===== src/rtl/sensor_sweep_scheduler.sv =====
// sensor_sweep_scheduler: periodic round-robin sharing of one ADC between
// NUM_CH sensor channels. Each sweep walks the enabled channels in ascending
// order, issues a req/ack conversion per channel, publishes each sample, and
// refreshes the LED "below threshold" status bits.
module sensor_sweep_scheduler #(
    parameter int NUM_CH  = 4,
    parameter int DATA_W  = 12,
    parameter int PERIOD  = 1000,
    parameter int TIMEOUT = 64,
    localparam int CH_W   = (NUM_CH > 1) ? $clog2(NUM_CH) : 1
) (
    input  logic              clk,
    input  logic              reset,
    input  logic              enable,
    input  logic [NUM_CH-1:0] ch_mask,
    input  logic [DATA_W-1:0] thresh,
    output logic              adc_req,
    output logic [CH_W-1:0]   adc_ch,
    input  logic              adc_ack,
    input  logic [DATA_W-1:0] adc_data,
    output logic              result_valid,
    output logic [CH_W-1:0]   result_ch,
    output logic [DATA_W-1:0] result_data,
    output logic [NUM_CH-1:0] LED,
    output logic [NUM_CH-1:0] timeout_err,
    output logic              overrun,
    output logic              busy
);

    localparam int CNT_W = (PERIOD > 1) ? $clog2(PERIOD) : 1;
    localparam int TMR_W = (TIMEOUT > 1) ? $clog2(TIMEOUT) : 1;
    // One extra bit so cur can hold NUM_CH, meaning "past the last channel".
    localparam int CUR_W = CH_W + 1;

    typedef enum logic [1:0] {IDLE, SELECT, REQ, PUBLISH} state_t;

    state_t            state, state_n;
    logic [CNT_W-1:0]  cnt;
    logic              tick;
    logic [CUR_W-1:0]  cur;
    logic [TMR_W-1:0]  tmr;
    logic              tmo;
    logic              found;
    logic [CH_W-1:0]   sel;

    assign tick = enable && (cnt == CNT_W'(PERIOD - 1));
    assign tmo  = (tmr == TMR_W'(TIMEOUT - 1));

    // Period counter: free-runs while enabled, parked at 0 otherwise.
    always_ff @(posedge clk) begin
        if (reset || !enable || tick)
            cnt <= '0;
        else
            cnt <= cnt + 1'b1;
    end

    // Lowest enabled channel at or above cur; ch_mask is taken live.
    always_comb begin
        found = 1'b0;
        sel   = '0;
        for (int i = NUM_CH - 1; i >= 0; i--) begin
            if (ch_mask[i] && (CUR_W'(i) >= cur)) begin
                found = 1'b1;
                sel   = CH_W'(i);
            end
        end
    end

    // State register.
    always_ff @(posedge clk) begin
        if (reset)
            state <= IDLE;
        else
            state <= state_n;
    end

    // Next-state logic; an ack on the expiry cycle still counts as success.
    always_comb begin
        state_n = state;
        case (state)
            IDLE:    if (tick && (ch_mask != '0)) state_n = SELECT;
            SELECT:  state_n = found ? REQ : IDLE;
            REQ: begin
                if (adc_ack)
                    state_n = PUBLISH;
                else if (tmo)
                    state_n = SELECT;
            end
            PUBLISH: state_n = SELECT;
            default: state_n = IDLE;
        endcase
    end

    // Channel walk, wait timer and registered outputs (decoded from state_n
    // so req/busy line up with the state they describe).
    always_ff @(posedge clk) begin
        if (reset) begin
            cur          <= '0;
            tmr          <= '0;
            adc_req      <= 1'b0;
            adc_ch       <= '0;
            result_valid <= 1'b0;
            result_ch    <= '0;
            result_data  <= '0;
            LED          <= '0;
            timeout_err  <= '0;
            overrun      <= 1'b0;
            busy         <= 1'b0;
        end else begin
            adc_req      <= (state_n == REQ);
            busy         <= (state_n != IDLE);
            result_valid <= 1'b0;
            if (tick && (state != IDLE))
                overrun <= 1'b1;
            case (state)
                IDLE: begin
                    if (state_n == SELECT)
                        cur <= '0;
                end
                SELECT: begin
                    tmr <= '0;
                    if (found) begin
                        cur    <= {1'b0, sel};
                        adc_ch <= sel;
                    end
                end
                REQ: begin
                    tmr <= tmr + 1'b1;
                    if (adc_ack) begin
                        result_valid            <= 1'b1;
                        result_ch               <= cur[CH_W-1:0];
                        result_data             <= adc_data;
                        LED[cur[CH_W-1:0]]      <= (adc_data < thresh);
                    end else if (tmo) begin
                        timeout_err[cur[CH_W-1:0]] <= 1'b1;
                        cur                        <= cur + 1'b1;
                    end
                end
                PUBLISH: cur <= cur + 1'b1;
                default: ;
            endcase
        end
    end

endmodule


===== config.mk =====
export PLATFORM = sky130hd
export DESIGN_NAME = sensor_sweep_scheduler
export DESIGN_NICKNAME = d
export VERILOG_FILES = /design/src/rtl/sensor_sweep_scheduler.sv
export SDC_FILE = /design/constraint.sdc
export NUM_CORES = 1
export LEC_CHECK = 0
export ABC_AREA = 1
export CAP_MARGIN = 20
export CORE_ASPECT_RATIO = 1.2
export CORE_MARGIN = 2
export CORE_UTILIZATION = 44
export DETAILED_ROUTE_END_ITERATION = 10
export HOLD_SLACK_MARGIN = 0.03
export PLACE_DENSITY = 0.75
export SLEW_MARGIN = 20
export SYNTH_ARGS = -nofsm -noshare
export SYNTH_HDL_FRONTEND = slang
export SYNTH_SLANG_ARGS = --single-unit

===== constraint.sdc =====
create_clock -name clk -period 1.6 [get_ports clk]
set_input_delay 0.24 -clock clk [delete_from_list [all_inputs] [get_ports clk]]
set_output_delay 0.24 -clock clk [all_outputs]
set_load 0.05 [all_outputs]

After elaboration in Yosys (flattened, before gate mapping)
Index checks and enable logic that the tools add are counted.
- add/subtract/negate cells: 3
- $lt $le $gt $ge: 7
- equality and inequality tests: 11
- multiplexer cells: 23
- bitwise gates (word level): 3
- reductions and logical operators: 21
- operators with widths (cell ; number):
    2-bit two-way mux ; 8
    12-bit < comparator ; 1
    3-bit two-way mux ; 4
    3-bit case mux with 4 select lines ; 1
    6-bit case mux with 2 select lines ; 1
    10-bit by 1-bit adder with 10-bit output (second input constant) ; 1
    10-bit equality test (second input constant) ; 1
    1-bit logical AND ; 8
    2-bit inequality test (second input constant) ; 4
    2-bit case mux with 4 select lines ; 1
    6-bit by 1-bit adder with 6-bit output (second input constant) ; 1
    2-bit equality test (second input constant) ; 3
    6-bit equality test (second input constant) ; 1
    1-bit by 3-bit >= comparator with 1-bit output (first input constant) ; 2
    2-bit by 3-bit >= comparator with 1-bit output (first input constant) ; 2
    1-bit two-way mux ; 6
    2-bit nonzero test ; 3
    4-bit bitwise mux ; 1
    2-bit by 1-bit equality test with 1-bit output (second input constant) ; 2
    4-bit bitwise OR ; 1
    2-bit AND reduction ; 2
    4-bit AND reduction ; 1
    4-bit nonzero test ; 1
    3-bit by 1-bit adder with 3-bit output (second input constant) ; 1
    9 further kinds ; 11
- register bits after elaboration: 49

Depth between registers and ports, before layout
- depth in word-level cells: 11
- gate-level depth with buffers: 11

Worst setup path after synthesis
OpenSTA, ideal clock, no wires.
- kind: register -> register
- start: reg cur[0]
- end: reg busy
- data arrival time: 1.384 ns
- required time: 1.483 ns
- path slack: 0.099 ns
- stages on the path, launching flop included: 11
- path buffers: 0
- period minus slack after synthesis: 1.501 ns
- cells stage by stage: dfxtp_1 > inv_1 > ha_1 > inv_1 > nand3_1 > nand2_1 > nand2_1 > o21ai_1 > nand3_1 > nand3_1 > nand2_1
- word-level cells in the longest chain between the ends: 9
- elaborated cells between the ends (all ways): 15
- classes of those cells: order compare (4); mux (6); reduce/logical (5)
- ends and longest elaborated chain (element ; RTL line ; RTL):
    from (decl) ; 40 ; logic [CUR_W-1:0] cur;
    from (signal assigned) ; 123 ; cur <= {1'b0, sel};
    from (signal assigned) ; 136 ; cur <= cur + 1'b1;
    from (signal assigned) ; 139 ; PUBLISH: cur <= cur + 1'b1;
    2-bit by 3-bit >= comparator with 1-bit output ; 62 ; if (ch_mask[i] && (CUR_W'(i) >= cur)) begin
    1-bit logical AND ; 62 ;
    1-bit two-way mux (3 in a row) ; 62 ;
    1-bit two-way mux * ; 62 ;
    2-bit two-way mux * ; 82 ; SELECT: state_n = found ? REQ : IDLE;
    2-bit case mux with 4 select lines * ; 80 ; case (state)
    2-bit nonzero test * ; 111 ; busy <= (state_n != IDLE);
    to (signal assigned) ; 111 ;
    to (decl) ; 27 ; output logic busy
Mark *: on every way between the ends. The rest lies on a longest branch, timed or not.
A chain may end at the register's enable or synchronous reset.

Worst setup path in the final report
- start: reg tmr[0]
- end: reg cur[2]
- word-level cells in the longest chain between the ends: 7
- elaborated cells between the ends (all ways): 8
- classes of those cells: eq/ne (4); mux (3); reduce/logical (1)
- ends and longest elaborated chain (element ; RTL line ; RTL):
    from (decl) ; 41 ; logic [TMR_W-1:0] tmr;
    from (signal assigned) ; 128 ; tmr <= tmr + 1'b1;
    6-bit equality test * ; 47 ; assign tmo = (tmr == TMR_W'(TIMEOUT - 1));
    2-bit two-way mux ; 86 ; else if (tmo)
    2-bit two-way mux ; 84 ; if (adc_ack)
    2-bit case mux with 4 select lines ; 80 ;
    2-bit by 1-bit equality test with 1-bit output ; 117 ; if (state_n == SELECT)
    2-bit inequality test (no line) ; -- ;
    4-bit AND reduction (no line) * ; -- ;
Marked as above.

==> summary.txt <==
outcome: completed
CTS tree: yes
CTS Buffer Depth: 2
Die Y: 85.5 µm
met2 routed WL: 2740 µm
Post-Syn Instances: 330
Hold Fails Final Rpt: 0
Buffers & Inverters on Critical Path: 0
Setup crit end: cur[2]
top layer in use: met4
RR Startpoint: tmr[0]
dominant cell type by area after synthesis: dfxtp_1
layout cell share with drive strength beyond 1: 22.6%
routed vias: 2306
Clock Latency Late Sink: 300 ps
Pwr per Cell Area: 683 mW/mm²
Psw: 0.000504 W
Distinct cells, synth: 27
Vias/cell: 4.88
startpoint types: register
setup_tns: 0 ps
routed wl met3: 194 µm
cts bufs inserted: 5
Finished Cell Area: 0.00336 mm²
worst-case clock skew: 6.74 ps
M1 wire length: 2420 µm
drt wl/cell: 11.7 µm
Synth Flop Type: dfxtp_1
average cell area after synthesis: 7.38 µm²
Final Max Slew Viols: 0
synthesized area: 0.00244 mm²
fin crit period: 1480 ps
Worst R2R Setup Slack: 120 ps
FP Rows: 29
Top delay family on crit path: simple AND/OR/NAND/NOR gates
synth-to-layout area growth: 37.9%
Worst Path Max Fanout: 4
pre-CTS setup slack: -139 ps
Final period util: 92.4%
Clk pwr share: 37.5%
Initial Utilization: 45.7%
drt pass-1 iters: 4
Starting DRT DRC Count: 60
Switching Share: 22.0%
Crit path depth: 10
Max-Cap Viols: 0
gr ovfl total: 0
Crit. End Element: register
cts hold-fix bufs: 0
Internal: 0.00179 W
synth top area cells: dfxtp_1, ha_1, nor2_1
Core Util, Final: 63.0%
# setup viols final: 0
Reg clk slew, reported paths: 90 ps
crit-path cells: ha_2, nand3_1, nor2_2, nand2_2, nand2_2, nand2_2, nor2_4, nand2_2, nand2_1, a21oi_2
final net count: 464
Max VDD drop: 0.470 mV
Arr. time, crit path: 1680 ps
RSZ-0062 raised after global routing: true
DPL Wire Length: 4280 µm
YS warnings: 0
Pleak: 1.51 nW
FFs w/ async S/R, synth: 0%
clock root cell: clkbuf_8
CP Data Required Time: 1800 ps
reg-to-reg endpoint: cur[2]
syn nets: 383
Cell Area, Placed: 0.00317 mm²
vias in the first global route: 2268
max incr delay on CP: 370 ps
Slowest cell on crit path: dfxtp_1
HP Class: register to register
Routed WL: 5520 µm
width of the die: 71.9 µm
Antenna Violating Nets Remaining: 0
share of the synthesized area in the top cell type: 40.3%
CP Launch Point: tmr[0]
number of port buffers: 59
Register-to-Register Path Depth: 10
GPL Wtd Cong: 0.914
total core area: 0.00533 mm²
largest net degree at the start of global routing: 21
first-pass GRT wire length: 9360 µm
#FFs+latches synth: 49
Fillers: 463
CP Class: register to register
Sequential Area: 987 µm²
CTS sink count: 49
number of enable flip-flop cells after synthesis: 0
footprint of the multi-input gates: 0.00133 mm²
initial antenna violation count: 0
area of the die: 0.00615 mm²
sequential share of the synthesized area: 40.3%
cell mode on critical path: nand2_2
num ports: 60
sequential share of power: 53.2%
fin worst setup slack: 121 ps
Post-route DRC: 0
H-tree depth: 2
overall routing resource usage: 19.1%
Max Clock Freq: 676 MHz
n_diodes: 0
Gate power share: 9.3%
measured slew at the worst slew-check pin: 242 ps
Worst slew margin: 83.9%
==> layer usage <==
metal  up-vias  GRT usage (%)
li1       1221              -
met1      1023           21.4
met2        48           33.8
met3        14           3.88
met4         0           9.43
met5         -              0
==> through the flow <==
| stage | total power (W) | instances | hold slack [ps] |
|---|---|---|---|
| after floorplan | 0.00134 | 330 | 399 |
| after global placement | 0.00145 | 465 | 428 |
| after detailed placement | 0.00146 | 465 | 440 |
| after CTS | 0.00232 | 472 | 454 |
| after global routing | 0.00240 | 473 | 473 |
| final | 0.00229 | 473 | 448 |
==> state kept, by name (all words and copies together) (netlist names) <==
register / flops
cnt: 10
result_valid: 1
state: 2
adc_req: 1
timeout_err: 4
LED: 4
overrun: 1
result_data: 12
busy: 1
tmr: 6
adc_ch: 2
cur: 3
result_ch: 2
==> worst min-delay path by stage <==
stage / from / to / cells past startpoint
finish: cnt[0] / cnt[0] / 1
global route: timeout_err[1] / timeout_err[1] / 2
detailed placement: cnt[0] / cnt[0] / 1
global placement: cnt[0] / cnt[0] / 1
floorplan: reset / tmr[3] / 3
CTS: timeout_err[0] / timeout_err[0] / 2
==> cells in the mapped netlist, drive strengths merged, types with 4 or more instances <==
master	number
a21oi	28
nor2	59
nand2	58
ha	21
nor3	7
nand3	17
o21ai	24
inv	45
nor3b	4
clkbuf	4
dfxtp	49
==> final cells by class <==
cell class	instances	area share, %
multi-input cells	230	39.6
flip-flops and latches	49	29.4
repair buffers	80	20.6
inverters	45	5.03
well taps	62	2.31
clock buffers	5	2.05
clock inverters	2	1.04
==> kinds of logic (layout without fill, tap and decap cells) <==
| logic type | after synthesis | count (layout) | synth area share (%) |
|---|---|---|---|
| AND/OR/NAND/NOR | 148 | 148 | 26.8 |
| AO/OA/AOI/OAI | 58 | 58 | 12.8 |
| buffers and inverters | 51 | 132 | 8.22 |
| flip-flops | 49 | 49 | 40.3 |
| adder cells (fa/ha/maj) | 21 | 21 | 10.8 |
| XOR/XNOR | 3 | 3 | 1.08 |
==> power by group through the flow <==
stage,combinational [W],clock (W),sequential (W)
4_1_cts,0.000208,0.000887,0.00122
5_1_grt,0.000238,0.000935,0.00122
6_report,0.000213,0.000860,0.00122
3_5_place_dp,0.000207,0,0.00125
3_3_place_gp,0.000201,0,0.00125
2_1_floorplan,0.0000896,0,0.00125
==> cells in the final DEF (no fill, tap or decap), types with 7 or more instances in the layout <==
cell type | netlist | layout
a21oi_1 | 27 | 25
buf_4 | 0 | 48
clkdlybuf4s50_1 | 0 | 31
dfxtp_1 | 49 | 46
ha_1 | 21 | 18
inv_1 | 43 | 42
nand2_1 | 53 | 48
nand2_2 | 5 | 10
nand3_1 | 15 | 10
nand3_2 | 2 | 7
nor2_1 | 54 | 54
o21ai_0 | 22 | 22
==> repair_timing <==
| action | in CTS | in global routing |
|---|---|---|
| resized for setup | 1 | 23 |
| pin swaps | 0 | 5 |
| endpoints found under the setup margin | 3 | 16 |
| buffers inserted | 0 | 1 |
Note: power is estimated with default switching activity, not from simulation.
